## src/rtl/mem_stage_unit_pkg.sv

```systemverilog
// Shared widths, FSM state encoding and the latched memory-op record for the memory stage.
package mem_stage_unit_pkg;

  localparam int DATA_W = 8;
  localparam int REG_W  = 3;

  typedef enum logic {
    IDLE = 1'b0,
    BUSY = 1'b1
  } state_e;

  // One memory-stage operation as seen on the EXE/MEM register; wr=1 marks a store.
  typedef struct packed {
    logic              regwr;
    logic [REG_W-1:0]  rd;
    logic [DATA_W-1:0] addr;
    logic [DATA_W-1:0] wdata;
    logic              wr;
  } op_t;

endpackage

```

## src/rtl/mem_stage_unit_data_mem.sv

```systemverilog
// Data memory: DEPTH x DATA_W words, synchronous write, asynchronous read.
// The address wraps modulo DEPTH (DEPTH is a power of two).
module mem_stage_unit_data_mem
  import mem_stage_unit_pkg::*;
#(
  parameter int DEPTH = 256
) (
  input  logic              clk,
  input  logic              we,
  input  logic [DATA_W-1:0] addr,
  input  logic [DATA_W-1:0] wdata,
  output logic [DATA_W-1:0] rdata
);

  localparam int AW = $clog2(DEPTH);

  logic [DATA_W-1:0] mem_q [DEPTH];
  logic [AW-1:0]     idx;

  assign idx   = addr[AW-1:0];
  assign rdata = mem_q[idx];

  // Write port; contents are deliberately never cleared by reset.
  always_ff @(posedge clk) begin
    if (we) mem_q[idx] <= wdata;
  end

endmodule

```

## src/rtl/mem_stage_unit.sv

```systemverilog
// Memory stage of the 8-bit pipelined CPU: performs data-memory accesses with
// WAIT_CYCLES wait states, stalls upstream while busy and drives MEM/WB registers.
module mem_stage_unit
  import mem_stage_unit_pkg::*;
#(
  parameter int DEPTH       = 256,
  parameter int WAIT_CYCLES = 2
) (
  input  logic              clk,
  input  logic              rst,
  input  logic              regWr_in,
  input  logic              memWr_in,
  input  logic              memRd_in,
  input  logic [DATA_W-1:0] aluRes_in,
  input  logic [DATA_W-1:0] memWrData_in,
  input  logic [REG_W-1:0]  rd_in,
  output logic              stall,
  output logic              regWr_out,
  output logic [REG_W-1:0]  rd_out,
  output logic [DATA_W-1:0] wbData_out
);

  // A zero-width counter is illegal, so zero-wait builds keep one unused bit.
  localparam int              CNT_W    = (WAIT_CYCLES > 0) ? $clog2(WAIT_CYCLES + 1) : 1;
  localparam logic [CNT_W-1:0] CNT_INIT = CNT_W'((WAIT_CYCLES > 0) ? WAIT_CYCLES - 1 : 0);

  state_e            state_q;
  logic [CNT_W-1:0]  cnt_q;
  op_t               op_q;
  logic              regwr_q;
  logic [REG_W-1:0]  rd_q;
  logic [DATA_W-1:0] wb_q;

  op_t               op_in;
  op_t               cur_op;
  logic              mem_op_in;
  logic              done;
  logic              mem_we;
  logic [DATA_W-1:0] rdata;
  logic [DATA_W-1:0] done_wb;

  assign op_in = '{regwr: regWr_in, rd: rd_in, addr: aluRes_in,
                   wdata: memWrData_in, wr: memWr_in};
  assign mem_op_in = memRd_in | memWr_in;

  // The op that completes this cycle: the latched one when BUSY, otherwise the
  // incoming one (only reaches completion from IDLE in zero-wait builds).
  assign cur_op  = (state_q == BUSY) ? op_q : op_in;
  assign done    = (state_q == BUSY) ? (cnt_q == '0)
                                     : (mem_op_in && (WAIT_CYCLES == 0));
  // Reset gating keeps an aborted store from landing on a clock edge during reset.
  assign mem_we  = rst & done & cur_op.wr;
  assign done_wb = cur_op.wr ? cur_op.addr : rdata;

  // Stall while wait states remain; forced low during reset so upstream is released.
  assign stall = rst & ((state_q == BUSY) ? (cnt_q != '0)
                                          : (mem_op_in && (WAIT_CYCLES > 0)));

  assign regWr_out  = regwr_q;
  assign rd_out     = rd_q;
  assign wbData_out = wb_q;

  mem_stage_unit_data_mem #(.DEPTH(DEPTH)) u_data_mem (
    .clk   (clk),
    .we    (mem_we),
    .addr  (cur_op.addr),
    .wdata (cur_op.wdata),
    .rdata (rdata)
  );

  // FSM, wait counter, op latch and MEM/WB registers.
  always_ff @(posedge clk or negedge rst) begin
    if (!rst) begin
      state_q <= IDLE;
      cnt_q   <= '0;
      op_q    <= '0;
      regwr_q <= 1'b0;
      rd_q    <= '0;
      wb_q    <= '0;
    end else if (state_q == IDLE) begin
      if (mem_op_in && (WAIT_CYCLES > 0)) begin
        op_q    <= op_in;
        cnt_q   <= CNT_INIT;
        state_q <= BUSY;
        regwr_q <= 1'b0;
      end else if (done) begin
        regwr_q <= cur_op.regwr;
        rd_q    <= cur_op.rd;
        wb_q    <= done_wb;
      end else begin
        regwr_q <= regWr_in;
        rd_q    <= rd_in;
        wb_q    <= aluRes_in;
      end
    end else begin
      if (cnt_q != '0) begin
        cnt_q   <= cnt_q - CNT_W'(1);
        regwr_q <= 1'b0;
      end else begin
        regwr_q <= cur_op.regwr;
        rd_q    <= cur_op.rd;
        wb_q    <= done_wb;
        state_q <= IDLE;
      end
    end
  end

endmodule

```

## config.mk

```make
export PLATFORM = sky130hd
export DESIGN_NAME = mem_stage_unit
export DESIGN_NICKNAME = d
export VERILOG_FILES = /design/src/rtl/mem_stage_unit_pkg.sv /design/src/rtl/mem_stage_unit_data_mem.sv /design/src/rtl/mem_stage_unit.sv
export SDC_FILE = /design/constraint.sdc
export NUM_CORES = 2
export LEC_CHECK = 0
export CAP_MARGIN = 20
export CELL_PAD_IN_SITES_DETAIL_PLACEMENT = 1
export CELL_PAD_IN_SITES_GLOBAL_PLACEMENT = 1
export CORE_ASPECT_RATIO = 1.4
export CORE_MARGIN = 2
export CORE_UTILIZATION = 41
export DETAILED_ROUTE_END_ITERATION = 10
export PLACE_DENSITY = 0.64
export SLEW_MARGIN = 20
export SYNTH_ARGS = -nofsm -noshare
export SYNTH_HDL_FRONTEND = slang
export SYNTH_HIERARCHICAL = 1
export SYNTH_SLANG_ARGS = --single-unit
export TNS_END_PERCENT = 30
```

## constraint.sdc

```tcl
create_clock -name clk -period 8.9 [get_ports clk]
set_clock_uncertainty 0.05 [all_clocks]
set_input_delay 0.89 -clock clk [delete_from_list [all_inputs] [get_ports clk]]
set_output_delay 0.89 -clock clk [all_outputs]
set_load 0.03 [all_outputs]
```

# Word-level counts from Yosys, hierarchy flattened
# Memories as Yosys holds them, arrays and structs flattened.
# Index checks and enable logic that the tools add are counted.
[classes]
addsub = 1
n_eq_ne = 3
muxes = 24
bitwise = 5
n_reduce_logical = 6
[ops]
columns = ["operator", "n"]
rows = [
  ["8-bit two-way mux", 5],
  ["21-bit two-way mux", 1],
  ["3-bit two-way mux", 4],
  ["1-bit two-way mux", 11],
  ["2-bit two-way mux", 3],
  ["2-bit AND reduction", 3],
  ["2-bit inequality test (second input constant)", 2],
  ["2-bit nonzero test", 2],
  ["1-bit AND", 3],
  ["2-bit logical NOT", 1],
  ["2-bit by 1-bit inequality test with 1-bit output (second input constant)", 1],
  ["2-bit by 1-bit subtractor with 2-bit output (second input constant)", 1],
  ["1-bit inverter", 1],
  ["1-bit bitwise OR", 1],
]
[word_totals]
reg_bits = 36
ramBits = 2048
inputBits = 24
output_inout_bits = 13
wordCells = 50
mem_count = 1
[memory_table]
columns = ["name", "depth", "word_bits", "read_ports", "rd_clocked_by_memory_dff", "write_ports", "line", "rtl"]
rows = [
  ["u_data_mem.mem_q", 256, 8, 1, 0, 1, "mem_stage_unit_data_mem.sv:17", "logic [DATA_W-1:0] mem_q [DEPTH];"],
]

# Logic depth before layout (Yosys ltp)
[depth]
ltp_word = 6
mapped_depth = 15
depth_no_buf = 9

# By module
# The synthesis kept the hierarchy.
[modules_own_cells]
columns = ["module", "n_inst", "cells_each", "area_per_inst_um2", "seq_area_each_um2"]
rows = [
  ["mem_stage_unit_data_mem", 1, 3539, 78332.6, 61499.0],
  ["mem_stage_unit", 1, 134, 1739.2, 900.9],
]

# Least setup slack after synthesis
# OpenSTA, ideal clock, no wires.
[synth_timing]
path_type = "input -> register"
start = "in aluRes_in[0]"
end = "reg wb_q[7] (netlist: wbData_out[7])"
setup_ns = 0.126
t_arrival_ns = 3.212
t_required_ns = 8.724
slack_ns = 5.512
path_stages = 12
path_buffers = 3
cell_sequence = "mux2_2 > buf_2 > buf_2 > buf_2 > mux4_2 > a22oi_1 > a21oi_1 > o41ai_1 > nand4_1 > mux2i_1 > nor2_1 > a221o_1"
[synth_between]
elab_chain_len = 6
word_cells_on_any_way = 7
classes_between = "6 x mux; 1 x memory"
[synth_rtl]
columns = ["item", "line", "rtl"]
rows = [
  ["start, declared", "mem_stage_unit.sv:14", "input logic [DATA_W-1:0] aluRes_in,"],
  ["21-bit two-way mux (*)", "mem_stage_unit.sv:48", "assign cur_op = (state_q == BUSY) ? op_q : op_in;"],
  ["memory read 256 x 8 bit (*)", "n/a", ""],
  ["via rdata[7]", "mem_stage_unit.sv:39", "logic [DATA_W-1:0] rdata;"],
  ["8-bit two-way mux (*)", "mem_stage_unit.sv:53", "assign done_wb = cur_op.wr ? cur_op.addr : rdata;"],
  ["8-bit two-way mux", "mem_stage_unit.sv:86", "end else if (done) begin"],
  ["8-bit two-way mux", "mem_stage_unit.sv:81", "if (mem_op_in && (WAIT_CYCLES > 0)) begin"],
  ["8-bit two-way mux (*)", "mem_stage_unit.sv:80", "end else if (state_q == IDLE) begin"],
  ["end signal, assigned", "mem_stage_unit.sv:89", "wb_q <= done_wb;"],
  ["end signal, assigned", "mem_stage_unit.sv:93", "wb_q <= aluRes_in;"],
  ["end signal, assigned", "mem_stage_unit.sv:102", "wb_q <= done_wb;"],
  ["end, declared", "mem_stage_unit.sv:32", "logic [DATA_W-1:0] wb_q;"],
]
# Mark *: on every way through the listed nets, which the timed path passes. The rest lies on a longest branch. The select of a mux whose other input is x is not followed.
# A chain may end at the register's enable or synchronous reset.

==> metrics.md <==
| Metric | Value |
|---|---|
| Endpoints failing hold | `0` |
| Via density | `5.83` |
| Drt drc | `0` |
| Share of layout cells above drive strength 1 | `24.3%` |
| # setup viols final | `0` |
| H-tree levels | `4` |
| CP max stage delay | `0.89 ns` |
| Data required time of the critical path | `9.56 ns` |
| Max rail drop VDD | `503 uV` |
| Maximum root-to-sink buffer count | `4` |
| Post-CTS sizing | `0` |
| Worst Hold Class | `in -> async` |
| Final #Nets | `3807` |
| Placed inst area | `83900 um^2` |
| Number of global-route vias before repair | `40200` |
| Via count | `38100` |
| Initial antenna violation count | `4` |
| Static Leak | `27.1 nW` |
| Fmax | `185 MHz` |
| Status | `finished clean` |
| Total iterations of the first detailed-routing run | `5` |
| # hold bufs at CTS | `0` |
| GPL Wtd Cong | `0.818` |
| EDFF count, synth | `2048` |
| Worst Tran Pin Value | `1.15 ns` |
| Placed cells | `6186` |
| Final worst path period share | `60.7%` |
| Clk_lat worst skew | `0.83 ns` |
| Crit path cell chain | `mux2_8 -> buf_12 -> mux4_2 -> a22oi_1 -> a21oi_1 -> o41ai_1 -> nand4_1 -> mux2i_1 -> nor2_1 -> a221o_1` |
| Overflow after GRT | `0` |
| Setup TNS | `0 ns` |
| Die X | `377 um` |
| Non-Filler Instances | `6532` |
| CTS tree | `built` |
| Core area | `194000 um^2` |
| I/O pins | `37` |
| Final design utilization | `46.4%` |
| Crit-path slowest cell | `o41ai_1` |
| Max-cap viol count | `0` |
| Post-Route WL | `204000 um` |
| Initial Util | `41.3%` |
| Core Rows | `191` |
| Global-route wire length before repair | `296000 um` |
| Syn_nets | `3698` |
| Syn avg cell area | `21.8 um^2` |
| Gr usage total | `20.5%` |
| PD cells | `342 nW/um^2` |
| Cell area after layout | `89900 um^2` |
| Layout Area Growth over Synthesis | `12.2%` |
| Largest net degree at the start of global routing | `182` |
| Detailed Route Iter0 Violations | `3446` |
| Seq/Total Area, Yosys | `77.9%` |
| DPL Wire Length | `123000 um` |
| Worst Setup Start Kind | `flop` |
| Mapped Cells | `3673` |
| Num CTS Buffers | `194` |
| Critical path class | `reg -> reg` |
| Clk slew on worst S/H paths | `0.06 ns` |
| Post-route ant nets | `0` |
| Commonest non-fill, non-tap cell in the layout | `edfxtp_1` |
| Routed length per instance | `31.2 um` |
| Setup bufs post-CTS | `0` |
| Synthesis warning total | `6` |
| Worst slew margin | `23.6%` |
| Max FO, Critical Path | `100` |
| Fraction of registers with async set/reset | `1.73%` |
| Die area | `199000 um^2` |
| Max Slew Vio Count | `0` |
| I/O Buffers | `36` |
| CTS Root Cell | `clkbuf_16` |
| Most frequent cells in the layout | `edfxtp_1, mux4_2, a22oi_1` |
| Synth Flop Type | `edfxtp_1` |
| Clock period minus worst slack | `5.40 ns` |
| FF+latch count, synth | `2084` |
| Netlist cell types | `33` |
| Mapped cell area | `80100 um^2` |
| Critical Path AT | `6.06 ns` |
| RSZ-0062 raised after global routing | `false` |
| Die height | `527 um` |
| CTS Sinks | `2084` |
| Setup crit end kind | `flop` |
| Reg2reg setup slack | `3.50 ns` |
-- per-layer routing --
| layer | global-route usage (%) | vias up | share of wire [%] |
|---|---|---|---|
| met2 | 36.4 | 1114 | 53 |
| met1 | 26.2 | 20900 | 39 |
| li1 | - | 15700 | - |
| met4 | 6.53 | 4 | 3.1 |
| met5 | 0 | - | 0.012 |
| met3 | 2.58 | 335 | 5.0 |
-- cell type report --
class                      count  area, um^2
antenna                        1        2.50
clock buffer                 247        5140
clock inverter                93         693
fill                       17400      104000
inverter                       5        18.8
multi-input combinational   1344       16900
sequential                  2084       62400
tap                         2605        3260
timing repair buffer         153        1450
-- through the flow --
stage	hold WS, ns	total power, mW	setup WS, ns
after global routing	0.105	31.8	3.33
final	0.0869	30.7	3.50
after floorplan	0.413	19.4	5.51
after global placement	0.427	22.9	1.84
after detailed placement	0.447	23.1	2.96
after CTS	0.0530	31.0	3.52
-- where the power goes --
group	leakage [nW]	switching (mW)	internal, mW	total [mW]
sequential	18.9	0.0926	12.6	12.7
combinational	5.44	6.61	3.55	10.2
clock	2.84	3.49	4.35	7.84
total	27.1	10.2	20.5	30.7
-- synth_stat cells (18+ instances only) --
cell type     n  area share, %
a21oi_1     128           0.80
a22oi_1     256            2.4
buf_1        19          0.089
buf_2        41           0.26
buf_6        18           0.25
clkbuf_1    146           0.68
dfrtp_1      36            1.1
edfxtp_1   2048             77
mux2_2       36           0.51
mux4_2      512             14
nand2_1      31           0.15
nor2_1      241            1.1
nor3_1       30           0.19
o41ai_1      32           0.35
-- state kept, by name (all words and copies together), names as in the netlist --
name / flops
op_q: 21
state_q: 1
u_data_mem/mem_q: 2048
cnt_q: 2
rd_out: 3
wbData_out: 8
regWr_out: 1
-- critical path, delay by kind of cell, from the launching register on --
family                 cells  cell delay (ns)
AO/OA/AOI/OAI              4             1.54
buffers and inverters      1             0.55
flip-flops                 1             0.73
multiplexers               3             1.63
AND/OR/NAND/NOR            2             0.43
-- cell families (layout without fill, tap and decap cells) --
kind of cell / count (synthesis) / in the layout / synth area share (%)
other: 0 / 1 / 0
AOI/OAI and AO/OA: 433 / 433 / 3.72
muxes: 559 / 559 / 15.0
and+or+nand+nor: 351 / 351 / 1.83
DFF: 2084 / 2084 / 77.9
buffers and inverters: 245 / 498 / 1.46
adders and majority gates: 1 / 1 / 0.0156
-- worst paths after layout --
kind                                        from                   endpoint  cells after the start
min                                          rst  wbData_out[0]$_DFFE_PN0P_                      2
min in group clk           rd_out[1]$_DFFE_PN0P_      rd_out[1]$_DFFE_PN0P_                      2
max                            state_q$_DFF_PN0_  wbData_out[0]$_DFFE_PN0P_                     10
min reg2reg                rd_out[1]$_DFFE_PN0P_      rd_out[1]$_DFFE_PN0P_                      2
max reg2reg                    state_q$_DFF_PN0_  wbData_out[0]$_DFFE_PN0P_                     10
max in group asynchronous                    rst       op_q[11]$_DFFE_PN0P_                      2
No activity file was read; power rests on OpenSTA's default activity.
